[src/rtl/hilo_muldiv_unit.sv]
// hilo_muldiv_unit
//   Multi-cycle MULT/MULTU/DIV/DIVU engine that owns the architectural HI/LO
//   pair. It sits beside the register file in EX. hi/lo feed the MFHI/MFLO
//   writeback mux. Decode stalls dependent instructions while busy=1.
//
//   Ports:
//     clk      rising-edge clock
//     reset    asynchronous active-low reset (clears the block when 0)
//     start    launch an operation (sampled only in IDLE)
//     op       00 MULT, 01 MULTU, 10 DIV, 11 DIVU
//     src_a    rs operand (multiplicand / dividend)
//     src_b    rt operand (multiplier / divisor)
//     mthi     write wr_data to HI (IDLE only, loses to start)
//     mtlo     write wr_data to LO (IDLE only, loses to start)
//     wr_data  MTHI/MTLO data
//     cancel   abort the in-flight operation; suppresses start in IDLE
//     busy     operation in flight
//     done     one-cycle pulse after the result commit
//     hi, lo   HI/LO registers
//
//   Parameters:
//     DIVZERO_LO              LO value committed on divide-by-zero
//     DIVZERO_HI_IS_DIVIDEND  1: HI = dividend on divide-by-zero, 0: HI = 0
//
//   Build option:
//     HILO_SINGLE_CYCLE_MUL_EN  When defined, MULT/MULTU use a combinational
//                               64-bit multiply and commit one edge after the
//                               start edge. Division is iterative either way.
//
//   Timing (E0 = start edge): iterative ops commit at E0+33. Divide-by-zero
//   (and multiply with HILO_SINGLE_CYCLE_MUL_EN) commits at E0+1. done is
//   high for the cycle after the commit edge.
module hilo_muldiv_unit #(
  parameter logic [31:0] DIVZERO_LO             = 32'hFFFFFFFF,
  parameter logic        DIVZERO_HI_IS_DIVIDEND = 1'b1
) (
  input  logic        clk,
  input  logic        reset,
  input  logic        start,
  input  logic [1:0]  op,
  input  logic [31:0] src_a,
  input  logic [31:0] src_b,
  input  logic        mthi,
  input  logic        mtlo,
  input  logic [31:0] wr_data,
  input  logic        cancel,
  output logic        busy,
  output logic        done,
  output logic [31:0] hi,
  output logic [31:0] lo
);

  localparam logic [1:0] S_IDLE = 2'd0;
  localparam logic [1:0] S_MUL  = 2'd1;
  localparam logic [1:0] S_DIV  = 2'd2;
  localparam logic [1:0] S_FIX  = 2'd3;

  logic [1:0]  state;
  logic [4:0]  counter;

  // Shared working registers.
  //   MUL: opnd = multiplicand magnitude, {wk_hi, wk_lo} = partial product
  //        with the multiplier shifting out of wk_lo.
  //   DIV: opnd = divisor magnitude, wk_hi = partial remainder,
  //        wk_lo = dividend shifting out / quotient shifting in.
  //   Divide-by-zero: wk_hi holds the raw dividend for the HI commit.
  logic [31:0] opnd;
  logic [31:0] wk_hi;
  logic [31:0] wk_lo;

  logic        is_div;
  logic        div_zero;
  logic        res_neg;   // product / quotient sign (sa ^ sb)
  logic        rem_neg;   // remainder sign (dividend sign)

  // ---------------------------------------------------------------------------
  // Launch decode: operand signs and magnitudes
  // ---------------------------------------------------------------------------
  logic        is_signed;
  logic        sa;
  logic        sb;
  logic [31:0] a_mag;
  logic [31:0] b_mag;
  logic        launch;

  always_comb begin
    is_signed = ~op[0];
    sa        = is_signed & src_a[31];
    sb        = is_signed & src_b[31];
    a_mag     = sa ? (32'd0 - src_a) : src_a;
    b_mag     = sb ? (32'd0 - src_b) : src_b;
  end

  assign launch = (state == S_IDLE) && start && !cancel;
  assign busy   = (state != S_IDLE);

`ifdef HILO_SINGLE_CYCLE_MUL_EN
  // Sign/zero extension to 64 bits makes the low 64 bits of the product
  // correct for both MULT and MULTU.
  logic [63:0] ext_a;
  logic [63:0] ext_b;
  logic [63:0] full_prod;

  always_comb begin
    ext_a     = {{32{sa}}, src_a};
    ext_b     = {{32{sb}}, src_b};
    full_prod = ext_a * ext_b;
  end
`endif

  // ---------------------------------------------------------------------------
  // Radix-2 iteration datapaths
  // ---------------------------------------------------------------------------
  // Shift-add multiply: add the multiplicand when the current multiplier bit
  // is set, then shift the 65-bit {carry, hi, lo} right by one.
  logic [32:0] mul_sum;
  assign mul_sum = {1'b0, wk_hi} + {1'b0, (wk_lo[0] ? opnd : 32'd0)};

  // Restoring divide: shift the next dividend bit into the remainder and
  // subtract the divisor if it fits. The remainder is always below the
  // divisor, so the 32-bit difference is exact whenever div_ge is set.
  logic [32:0] div_shift;
  logic        div_ge;
  logic [31:0] div_diff;

  always_comb begin
    div_shift = {wk_hi, wk_lo[31]};
    div_ge    = (div_shift >= {1'b0, opnd});
    div_diff  = div_shift[31:0] - opnd;
  end

  // ---------------------------------------------------------------------------
  // Commit values (sign correction)
  // ---------------------------------------------------------------------------
  logic [63:0] prod_raw;
  logic [63:0] prod_fix;
  logic [31:0] fix_hi;
  logic [31:0] fix_lo;

  always_comb begin
    prod_raw = {wk_hi, wk_lo};
    prod_fix = res_neg ? (64'd0 - prod_raw) : prod_raw;
    if (div_zero) begin
      fix_lo = DIVZERO_LO;
      fix_hi = DIVZERO_HI_IS_DIVIDEND ? wk_hi : 32'd0;
    end else if (is_div) begin
      fix_lo = res_neg ? (32'd0 - wk_lo) : wk_lo;
      fix_hi = rem_neg ? (32'd0 - wk_hi) : wk_hi;
    end else begin
      fix_lo = prod_fix[31:0];
      fix_hi = prod_fix[63:32];
    end
  end

  // ---------------------------------------------------------------------------
  // Control and state
  // ---------------------------------------------------------------------------
  always_ff @(posedge clk or negedge reset) begin
    if (!reset) begin
      state    <= S_IDLE;
      counter  <= '0;
      opnd     <= '0;
      wk_hi    <= '0;
      wk_lo    <= '0;
      is_div   <= 1'b0;
      div_zero <= 1'b0;
      res_neg  <= 1'b0;
      rem_neg  <= 1'b0;
      done     <= 1'b0;
      hi       <= '0;
      lo       <= '0;
    end else begin
      done <= 1'b0;
      case (state)
        S_IDLE: begin
          if (launch) begin
            is_div   <= op[1];
            rem_neg  <= sa;
            counter  <= '0;
            div_zero <= 1'b0;
            if (op[1]) begin
              res_neg <= sa ^ sb;
              if (src_b == 32'd0) begin
                // No iterations: straight to commit with the raw dividend.
                div_zero <= 1'b1;
                wk_hi    <= src_a;
                wk_lo    <= '0;
                state    <= S_FIX;
              end else begin
                opnd  <= b_mag;
                wk_hi <= '0;
                wk_lo <= a_mag;
                state <= S_DIV;
              end
            end else begin
`ifdef HILO_SINGLE_CYCLE_MUL_EN
              // Product is already signed; FIX only commits it.
              res_neg <= 1'b0;
              wk_hi   <= full_prod[63:32];
              wk_lo   <= full_prod[31:0];
              state   <= S_FIX;
`else
              res_neg <= sa ^ sb;
              opnd    <= a_mag;
              wk_hi   <= '0;
              wk_lo   <= b_mag;
              state   <= S_MUL;
`endif
            end
          end else begin
            if (mthi) hi <= wr_data;
            if (mtlo) lo <= wr_data;
          end
        end

        S_MUL: begin
          if (cancel) begin
            state <= S_IDLE;
          end else begin
            wk_hi   <= mul_sum[32:1];
            wk_lo   <= {mul_sum[0], wk_lo[31:1]};
            counter <= counter + 5'd1;
            if (counter == 5'd31) state <= S_FIX;
          end
        end

        S_DIV: begin
          if (cancel) begin
            state <= S_IDLE;
          end else begin
            wk_hi   <= div_ge ? div_diff : div_shift[31:0];
            wk_lo   <= {wk_lo[30:0], div_ge};
            counter <= counter + 5'd1;
            if (counter == 5'd31) state <= S_FIX;
          end
        end

        S_FIX: begin
          // A cancel on the commit edge still aborts: no commit, no done.
          if (!cancel) begin
            hi   <= fix_hi;
            lo   <= fix_lo;
            done <= 1'b1;
          end
          counter <= '0;
          state   <= S_IDLE;
        end

        default: state <= S_IDLE;
      endcase
    end
  end

endmodule

[config.mk]
export PLATFORM = sky130hd
export DESIGN_NAME = hilo_muldiv_unit
export DESIGN_NICKNAME = d
export VERILOG_FILES = /design/src/rtl/hilo_muldiv_unit.sv
export SDC_FILE = /design/constraint.sdc
export NUM_CORES = 1
export LEC_CHECK = 0
export ABC_AREA = 1
export CELL_PAD_IN_SITES_DETAIL_PLACEMENT = 1
export CELL_PAD_IN_SITES_GLOBAL_PLACEMENT = 2
export CORE_ASPECT_RATIO = 0.7
export CORE_UTILIZATION = 34
export CTS_BUF_LIST = sky130_fd_sc_hd__clkbuf_16
export DETAILED_ROUTE_END_ITERATION = 10
export HOLD_SLACK_MARGIN = 0.1
export PLACE_DENSITY = 0.85
export SETUP_SLACK_MARGIN = 0.15
export SLEW_MARGIN = 30
export SYNTH_ARGS = -nofsm -noshare
export SYNTH_HDL_FRONTEND = slang
export SYNTH_SLANG_ARGS = --single-unit
export TNS_END_PERCENT = 10
[constraint.sdc]
create_clock -name clk -period 5 [get_ports clk]
set_clock_uncertainty 0.1 [all_clocks]
set_input_delay 1.5 -clock clk [delete_from_list [all_inputs] [get_ports clk]]
set_output_delay 1.5 -clock clk [all_outputs]
set_load 0.05 [all_outputs]
# Word level (Yosys, flattened, before mapping)
# Index checks and enable logic that the tools add are counted.
word_totals:
  regBits: 172
  latch_bits: 0
  ram_bits: 0
  romBits: 0
  inputBits: 104
  out_inout_bits: 66
  mem_count: 0
classes:
  n_addsub: 8
  multipliers: 0
  div_mod_pow: 0
  order_cmp: 1
  eq_ne: 14
  shifts: 0
  mux: 46
  bitwise: 4
  reduce_logical: 16
op_table:
  columns: ["operator", "n"]
  rows:
  - ["$mux 32", 28]
  - ["$pmux 32 s3", 2]
  - ["$pmux 32 s2", 2]
  - ["$sub 1x32->32 const A", 4]
  - ["$mux 64", 1]
  - ["$sub 1x64->64 const A", 1]
  - ["$add 32x32->33", 1]
  - ["$ge 33x32->1", 1]
  - ["$logic_not 32->1", 1]
  - ["$sub 32x32->32", 1]
  - ["$ne 2x2->1 const B", 9]
  - ["$pmux 5 s3", 1]
  - ["$reduce_and 4->1", 3]
  - ["$mux 5", 2]
  - ["$mux 2", 4]
  - ["$pmux 2 s3", 1]
  - ["$reduce_and 2->1", 3]
  - ["$add 5x1->5 const B", 1]
  - ["$eq 5x5->1 const B", 1]
  - ["$mux 1", 5]
  - ["$eq 2x2->1 const B", 2]
  - ["$reduce_bool 2->1", 2]
  - ["$ne 3x1->1 const B", 1]
  - ["$reduce_and 3->1", 1]
  - ["9 further kinds", 11]

# Longest topological paths before layout
# Gate-level depths: netlist (run 1).
depth:
  depth_word: 7
  depth_mapped: 21

# Worst setup path before layout (run 1)
# Ideal clock, no wire load.
synth_timing:
  path_kind: "in2reg"
  from: "input src_b[0]"
  to: "register opnd[11]"
  t_arrival_ps: 2917
  t_required_ps: 4774
  slack_ps: 1857
  stages: 12
  path_cell_list: "inv_1 > ha_1 > nand3_1 > nor2_2 > nand4_2 > nor2_2 > nand2_1 > nor2_4 > nor2_2 > clkbuf_2 > o21ai_0 > o22ai_1"
synth_via:
  elab_chain_len: 4
  elab_cells_between_ends: 7
  cone_classes: "add/sub (1); eq/ne (1); mux (3); reduce/logical (2)"
synth_rtl:
  columns: ["element", "line", "text"]
  rows:
  - ["start, declared", "42", "input logic [31:0] src_b,"]
  - ["$sub 1x32->32", "91", "b_mag = sb ? (32'd0 - src_b) : src_b;"]
  - ["$mux 32", "91", null]
  - ["$mux 32", "183", "if (src_b == 32'd0) begin"]
  - ["$mux 32", "181", "if (op[1]) begin"]
  - ["end signal, assigned", "190", "opnd <= b_mag;"]
  - ["end signal, assigned", "204", "opnd <= a_mag;"]
  - ["end, declared", "67", "logic [31:0] opnd;"]
# Parallel ways exist; a longest one is shown, timed or not. The select of a mux whose other input is x is not followed.
# A chain may end at the register's enable or synchronous reset.

# Worst setup path after layout (run 1)
layout_timing:
  from: "input src_b[0]"
  to: "register opnd[16]"
# The elaborated chain is that of the path after synthesis.

==> metrics.txt, run 1 <==
status finished, final reports clean; Port Buffers 169; number of nets with antenna violations after routing 0; WL/cell 25.2 µm; Remaining Overflow, GRT 0; Setup CP Type primary input to register; clock root buffer clkbuf_16; yosys warns 0; CTS Sinks 172; crit path cell chain clkdlybuf4s50_1 > inv_1 > ha_1 > nand3_1 > nor2_2 > nand4_2 > nor2_2 > nand2_1 > nor2_4 > nor2_4 > buf_4 > o211ai_1 > o21ai_1; DRT Pass-1 Iters 8; commonest non-fill, non-tap cell in the layout nand2_1; critical path data arrival time 4570 ps; Crit path largest cell delay 690 ps; post-synthesis mux area share 0; Post-Syn Area per Cell 5.88 µm²; Slew HR 0.284; initial antenna violation count 2; Worst-path clk slew 80 ps; number of global-route vias before repair 22.2k; RSZ-0062 raised after global routing false; area share of fa/ha/maj cells after synthesis 0.0527; Final Critical Period 4320 ps; Worst VDD drop 1.19 mV; Die Ht 196 µm; # fillers 7161; Num CTS Buffers 17; global-route wire length before repair 148 mm; layout cells sized above 1 0.0412; TNS Setup 0 ps; Top delay family on crit path simple AND/OR/NAND/NOR gates; Distinct cells, synth 53; CTS tree yes; largest net degree at the start of global routing 76; Total Wirelength 99.9 mm; max-cap viol count 0; Slew Limit Fails 0; cell area power density 797 mW/mm²; crit-path max FO 40; Slew @ Worst Pin 1060 ps; most frequent cells in the layout 915 x nand2_1, 377 x nor2_1, 370 x inv_1; Core ar. 0.0527 mm²; total number of vias 22.7k; Die Area 0.0548 mm²; hold-fix buffers at CTS 0; area of the mapped netlist 0.0183 mm²; synth top area cells dfrtp_1 24%, nand2_1 19%, nand3_1 8.3%; post-CTS setup buffer count 0; final hold vios 0; Post-Synth Simple-Gate Area 0.396; Die X 279 µm; GP Congestion 0.993; Startpoint Class primary input; DP Area 0.0208 mm²; Synth Area in Compound Gates 0.177; Layout area overhead 16.6%; post-CTS resize count 0; LEAKAGE 10.4 nW; Post-Synthesis Cells 3115; Synth area leader dfrtp_1; hpwl dp 82.0 mm; syn_nets 3295; Worst path slowest cell nor2_4; area share of the largest cell type after synthesis 0.235; final worst-path cycle share 0.865; Detailed Route Iter0 Violations 2420; final instance area 0.0214 mm²; vias per inst 5.73; HP Class register to register; Required @ worst endpoint 5250 ps; worst-skew pair later-pin latency 490 ps; # rows 70; number of remaining DRC errors 0; WP buf/inv 3; Starting Density 0.347; sequential share of the synthesized area 0.235; Top Ports 170; FMAX 0.231 GHz; nets@finish 3418; Synth Area in XOR/XNOR 0.0306; Worst Setup End Kind register; largest family of logic cells by synthesized area simple AND/OR/NAND/NOR gates; Final setup violation count 0; GRT Total Usage 0.363; clock tree buffer depth 2; Yosys reg bits 172; ant diodes 0; H-tree depth 4
-- worst reg2reg max path, cell delays in order (launching register included) --
cell	delay [ps]
dfrtp_1	990
buf_4	400
nand2_1	90
inv_1	100
fa_1	330
nand2_1	80
nand2_1	70
o21ai_0	130
o21ai_0	660
nand3_1	270
nand3_1	140
nand2_1	60
nand3_1	150
nand2_1	80
inv_1	90
nand2_1	70
nand2_1	90
nand2_1	50
-- registers in the layout, summed over array words and instances (netlist names), 2 cells and up --
register and cells:
wk_hi 32, lo 32, opnd 32, counter 5, wk_lo 32, hi 32
state 2
-- worst paths after layout --
kind | depth (start not counted) | slack (ps) | end | start
setup / recovery | 13 | 680 | opnd[16] | src_b[0]
hold / removal | 2 | 390 | lo[12] | lo[12]
setup reg to reg | 17 | 980 | wk_hi[21] | wk_lo[0]
hold reg to reg | 2 | 390 | lo[12] | lo[12]
max in group asynchronous | 3 | 2750 | opnd[6] | reset
min in group asynchronous | 1 | 950 | lo[2] | reset
-- layout make-up --
cell class,instances,area [µm²],share of cell area
multi-input cells,2447,12100,0.564
flip-flops and latches,172,4310,0.202
repair buffers,219,2070,0.0968
inverters,381,1430,0.0670
well taps,720,901,0.0422
clock buffers,17,425,0.0199
clock inverters,15,175,0.00820
-- layer usage --
| metal | track usage | wire length (µm) | share of wire | vias up |
|---|---|---|---|---|
| met5 | 0 | 0 | 0 | - |
| met3 | 0.0743 | 9210 | 0.092 | 93 |
| met4 | 0.0812 | 1940 | 0.019 | 0 |
| met2 | 0.507 | 39600 | 0.40 | 898 |
| met1 | 0.559 | 49100 | 0.49 | 11300 |
| li1 | - | - | - | 10500 |
-- synth_stat cells (all sizes together) --
cell     number
o22ai        29
nand4        45
o22a          2
buf          43
a21boi        3
a21oi       216
nor2        392
o31ai        11
o21bai        8
xnor2        25
nor3         33
ha           74
clkbuf       72
nor4          5
dfrtp       172
nand2b        1
or2           5
nor3b         1
a221oi        5
a31o          1
o211ai       15
a2bb2oi      15
nand2       922
and3          1
o21a         10
o21ai       206
fa            2
a22oi         2
nand3b       19
inv         378
and2          3
clkinv        3
a31oi        28
xor2         39
nand3       307
a21o          6
o221ai       16
-- cells by family after synthesis --
logic type,count (synthesis)
xor gates and xnor gates,64
DFF,172
and+or+nand+nor,1734
buffers and inverters,496
AOI/OAI and AO/OA,573
adders and majority gates,76
-- stage by stage --
stage	cells	hold slack [ps]	worst slack, ps	utilization	total power (W)
after floorplan	3115	364	1860	-	0.0106
after global placement	3939	373	386	0.394	0.0150
after detailed placement	3939	375	222	0.394	0.0152
after CTS	3971	398	718	0.405	0.0167
after global routing	3971	414	462	0.405	0.0181
final	3971	391	676	0.405	0.0170
-- report_power, final --
part / internal (W) / switching [W] / leakage, nW
sequential: 0.00206 / 0.000834 / 2.06
combinational: 0.00359 / 0.00909 / 8.04
clock: 0.000678 / 0.000783 / 0.293
No activity file was read; power rests on OpenSTA's default activity.
==> run 2, diff against run 1 <==
--- a/config.mk
+++ b/config.mk
@@ -11,3 +11,3 @@
 export CORE_ASPECT_RATIO = 0.7
-export CORE_UTILIZATION = 34
+export CORE_UTILIZATION = 31
 export CTS_BUF_LIST = sky130_fd_sc_hd__clkbuf_16
@@ -15,3 +15,3 @@
 export HOLD_SLACK_MARGIN = 0.1
-export PLACE_DENSITY = 0.85
+export PLACE_DENSITY = 0.78
 export SETUP_SLACK_MARGIN = 0.15
==> constraint.sdc (replaced) <==
create_clock -name clk -period 4.3 [get_ports clk]
set_clock_uncertainty 0.1 [all_clocks]
set_input_delay 0.86 -clock clk [delete_from_list [all_inputs] [get_ports clk]]
set_output_delay 0.86 -clock clk [all_outputs]
set_load 0.05 [all_outputs]
==> metrics.txt, run 2 (synthesis results as in run 1) <==
status finished, final reports clean; CTS tree yes; Core ar. 0.0583 mm² (+11%); switch share 0.631 (+0.00220); crit-path max FO 12 (-70%); Reg power frac 0.159 (-0.011); Starting Density 0.314 (-0.0334); Detailed Route Iter0 Violations 2312 (-4.5%); number of nets with antenna violations after routing 0 (unchanged); hold-fix buffers at CTS 0 (unchanged); global-route wire length before repair 147 mm (-0.25%); total number of vias 22.5k (-0.98%); GP Congestion 0.998 (+0.51%); final worst-path cycle share 0.794; vias per inst 5.58 (-2.6%); Slew HR 0.291 (+0.00685); WL/cell 25.1 µm (-0.39%); # rows 74 (+5.7%); Gate power share 0.761 (+0.017); Die X 293 µm (+4.7%); Port Buffers 169 (unchanged); post-CTS resize count 0 (unchanged); DRT Pass-1 Iters 5 (-3); worst-skew pair later-pin latency 510 ps (+20 ps); switching pwr 0.0129 W (+21%); hpwl dp 83.9 mm (+2.4%); Worst VDD drop 1.32 mV (+11%); ant diodes 0 (unchanged); DP Area 0.0211 mm² (+1.6%); layout cells sized above 1 0.0500 (+0.00880); Top Ports 170 (unchanged); final cell count without fillers 4039 (+1.7%); most frequent cells in the layout 915 x nand2_1, 377 x nor2_1, 369 x inv_1; number of remaining DRC errors 0 (unchanged); Worst Setup End Kind register; RSZ-0062 raised after global routing false; launching point of the worst reg2reg path opnd[27]; CTS Sinks 172 (unchanged); largest net degree at the start of global routing 88 (+16%); nets@finish 3446 (+0.82%); final instance area 0.0217 mm² (+1.6%); HP Class primary input to async pin; cell area power density 945 mW/mm² (+19%); Final setup violation count 0 (unchanged); Required @ worst endpoint 4590 ps (-660 ps); Critical R2R Capture wk_hi[26]; Remaining Overflow, GRT 0 (unchanged); post-CTS setup buffer count 0 (unchanged); Slew Limit Fails 0 (unchanged); Total Wirelength 101 mm (+1.3%); clock tree buffer depth 2 (unchanged); Pwr Total 0.0205 W (+20%); commonest non-fill, non-tap cell in the layout nand2_1; max-cap viol count 0 (unchanged); clock root buffer clkbuf_16; Pint 0.00757 W (+20%); clock share of power 0.080 (-0.006); initial antenna violation count 2 (unchanged); Final Critical Period 3420 ps; final hold vios 0 (unchanged); Setup CP Type register to register; TNS Setup 0 ps (unchanged); LEAKAGE 10.6 nW (+1.6%); Fin Hold WS 290 ps (-101 ps); FMAX 0.293 GHz; Placed Instances 4007 (+1.7%); GRT Total Usage 0.335 (-0.0281); Num CTS Buffers 17 (unchanged); FF-to-FF path depth 16 (-1); critical path data arrival time 3710 ps (-860 ps); Die Ht 205 µm (+4.7%); H-tree depth 4 (unchanged); number of global-route vias before repair 22.0k (-1.2%); Die Area 0.0601 mm² (+9.6%); Slew @ Worst Pin 1050 ps (-12.3 ps); worst reg2reg setup slack 880 ps (-100 ps); Layout area overhead 18.5%; Startpoint Class register; Worst-path clk slew 80 ps (about the same)
[run 2: worst max-delay path: stages, from the launching register on]
cell	delay (ps)
dfrtp_1	520
inv_1	80
ha_1	410
nand2_1	130
nor2_1	350
nand3_1	120
nor2_1	140
nand2_1	120
nand2_1	80
nor2_1	60
nand2_2	190
buf_4	270
nand3_1	300
nand2_1	160
nand3_1	100
nand2_1	110
nand2_1	60
[run 2: how the worst max path moves through the flow]
stage / start / endpoint / slack [ps] / cells after the start
global placement: src_b[0] / opnd[24] / 350 / 14
CTS: opnd[26] / wk_hi[26] / 930 / 16
detailed placement: src_b[0] / wk_hi[4] / 630 / 14
floorplan: wk_lo[0] / wk_hi[15] / 1670 / 19
finish: opnd[27] / wk_hi[26] / 880 / 16
global route: opnd[26] / wk_hi[26] / 710 / 16
[run 2: area by class of cell]
| cell class | instances | area, µm² |
|---|---|---|
| inverters | 381 | 1430 |
| clock inverters | 15 | 165 |
| fillers | 7791 | 36600 |
| flip-flops and latches | 172 | 4310 |
| clock buffers | 17 | 425 |
| multi-input cells | 2447 | 12100 |
| well taps | 760 | 951 |
| repair buffers | 247 | 2360 |
[run 2: per-stage QoR]
| step | setup WS [ps] | utilization |
|---|---|---|
| after CTS | 928 | 0.372 |
| final | 884 | 0.372 |
| after global routing | 711 | 0.372 |
| after detailed placement | 629 | 0.362 |
| after global placement | 349 | 0.361 |
| after floorplan | 1670 | - |
[run 2: power groups by stage]
stage / combinational (W) / sequential [W] / clock, W
detailed placement: 0.0151 / 0.00322 / 0
global route: 0.0167 / 0.00330 / 0.00173
global placement: 0.0149 / 0.00321 / 0
CTS: 0.0152 / 0.00320 / 0.00168
floorplan: 0.00830 / 0.00397 / 0
finish: 0.0156 / 0.00325 / 0.00165
[run 2: layer usage]
| metal | vias up | GRT usage | routed length [µm] |
|---|---|---|---|
| met2 | 841 | 0.463 | 39800 |
| li1 | 10500 | - | - |
| met1 | 11100 | 0.520 | 50700 |
| met5 | - | 0 | 0 |
| met4 | 0 | 0.0638 | 1510 |
| met3 | 61 | 0.0714 | 9200 |
==> run 3, diff against run 2 <==
clock period = 3.4 ns   (was 4.3 ns; I/O delays follow)
==> metrics.txt, run 3 (synthesis results as in run 1) <==
status finished, final reports clean; switching pwr 0.0164 W (+27%); worst-skew pair later-pin latency 510 ps (about the same); Worst VDD drop 1.40 mV (+6.3%); number of remaining DRC errors 0 (unchanged); Pwr Total 0.0271 W (+32%); CTS Sinks 172 (unchanged); most frequent cells in the layout 915 x nand2_1, 376 x nor2_1, 369 x inv_1; Final setup violation count 0 (unchanged); vias per inst 5.56 (-0.28%); Worst path slowest cell dfrtp_1; Reg power frac 0.147 (-0.012); final hold vios 0 (unchanged); WL/cell 25.1 µm (+0.11%); Top Ports 170 (unchanged); Final Critical Period 3130 ps (-287 ps); CTS tree yes; Num CTS Buffers 17 (unchanged); ant diodes 0 (unchanged); Setup WS pre-CTS -84.3 ps (-713 ps); Slew @ Worst Pin 767 ps (-285 ps); Startpoint Class register; Fin Hold WS 396 ps (+106 ps); critical path data arrival time 3480 ps (-230 ps); Starting Density 0.314 (unchanged); Slew HR 0.485 (+0.194); Top delay family on crit path simple AND/OR/NAND/NOR gates; clock share of power 0.083 (+0.003); Die Area 0.0601 mm² (unchanged); total number of vias 23.2k (+2.9%); FMAX 0.320 GHz (+9.2%); global-route wire length before repair 153 mm (+4.0%); commonest non-fill, non-tap cell in the layout nand2_1; # fillers 7732 (-0.76%); initial antenna violation count 1 (-1); largest net degree at the start of global routing 77 (-13%); clock tree buffer depth 2 (unchanged); Core ar. 0.0583 mm² (unchanged); Worst Setup End Kind register; GRT Total Usage 0.348 (+0.0135); Die Ht 205 µm (unchanged); crit path cell chain inv_1 > ha_1 > buf_4 > nand3_1 > nand2_1 > a21oi_2 > nand2_1 > nor2_1 > nand2_2 > buf_4 > buf_4 > nand2_1 > nand3_1 > nand2_1 > nand2_1 > nand2_1; H-tree depth 4 (unchanged); Gate power share 0.770 (+0.009); hpwl dp 87.4 mm (+4.1%); Total Wirelength 105 mm (+3.3%); CP most frequent cell nand2_1; WP buf/inv 4 (+2); TNS Setup 0 ps (unchanged); Setup CP Type register to register; Required @ worst endpoint 3750 ps (-840 ps); max-cap viol count 0 (unchanged); number of global-route vias before repair 23.0k (+4.7%); clock root buffer clkbuf_16; Layout area overhead 24.4%; HP Class register to register; layout cells sized above 1 0.0875 (+0.0375); Port Buffers 169 (unchanged); Worst-path clk slew 80 ps (about the same); nets@finish 3573 (+3.7%); DRT Pass-1 Iters 6 (+1); GP Congestion 1.01 (+1.4%); Pint 0.0107 W (+42%); crit-path max FO 7 (-5); Slew Limit Fails 0 (unchanged); final worst-path cycle share 0.920 (+0.126); Remaining Overflow, GRT 0 (unchanged); cell area power density 1190 mW/mm² (+26%); # rows 74 (unchanged); Die X 293 µm (unchanged); Crit path largest cell delay 390 ps (-130 ps); switch share 0.605 (-0.0254); Detailed Route Iter0 Violations 2195 (-5.1%); RSZ-0062 raised after global routing true; LEAKAGE 11.2 nW (+6.2%); worst setup margin 271 ps (-613 ps); number of nets with antenna violations after routing 0 (unchanged)
## run 3: final timing paths
kind	start	end	slack, ps	cells after the start
min	lo[20]	lo[20]	400	2
max	opnd[27]	wk_hi[17]	270	16
max reg2reg	opnd[27]	wk_hi[17]	270	16
min reg2reg	lo[20]	lo[20]	400	2
min in group asynchronous	reset	hi[4]	550	2
max in group asynchronous	reset	opnd[7]	1730	3
## run 3: timing repair
item,in CTS,in global routing
gates resized for setup,0,13
endpoints found under the setup margin,0,23
hold buffers,1,0
endpoints found under the hold margin,36,0
buffers inserted,0,0
## run 3: power by group through the flow
stage,Sequential [W],Clock (W),Combinational (W)
floorplan,0.00502,0,0.0105
CTS,0.00395,0.00227,0.0204
global placement,0.00396,0,0.0200
finish,0.00400,0.00225,0.0209
global route,0.00408,0.00234,0.0225
detailed placement,0.00398,0,0.0203
## run 3: per-stage QoR
stage          std cells   util  cell area, µm²
3_5_place_dp        4133  0.379           22100
2_1_floorplan       3115      -           18300
6_report            4166  0.390           22800
3_3_place_gp        4133  0.379           22100
4_1_cts             4166  0.390           22700
5_1_grt             4166  0.390           22800
## run 3: worst reg2reg max path: stages (launching register included)
cell	delay, ps
dfrtp_1	390
inv_1	120
ha_1	380
buf_4	180
nand3_1	130
nand2_1	90
a21oi_2	240
nand2_1	80
nor2_1	160
nand2_2	170
buf_4	210
buf_4	150
nand2_1	60
nand3_1	270
nand2_1	180
nand2_1	90
nand2_1	60
## run 3: cell type report
cell class | count | area, µm² | share of cell area
clock buffer | 17 | 425 | 0.0187
inverter | 381 | 1430 | 0.0628
sequential | 172 | 4310 | 0.189
timing repair buffer | 374 | 3380 | 0.148
tap | 760 | 951 | 0.0417
multi-input combinational | 2447 | 12100 | 0.531
clock inverter | 15 | 200 | 0.00879
## run 3: per-layer routing
layer  vias to the layer above  global-route usage  part of all wire
met5                         -                   0                 0
met4                         0              0.0834             0.019
met3                        75              0.0750             0.087
met2                       854               0.482              0.39
met1                     11500               0.534              0.50
li1                      10800                   -                 -
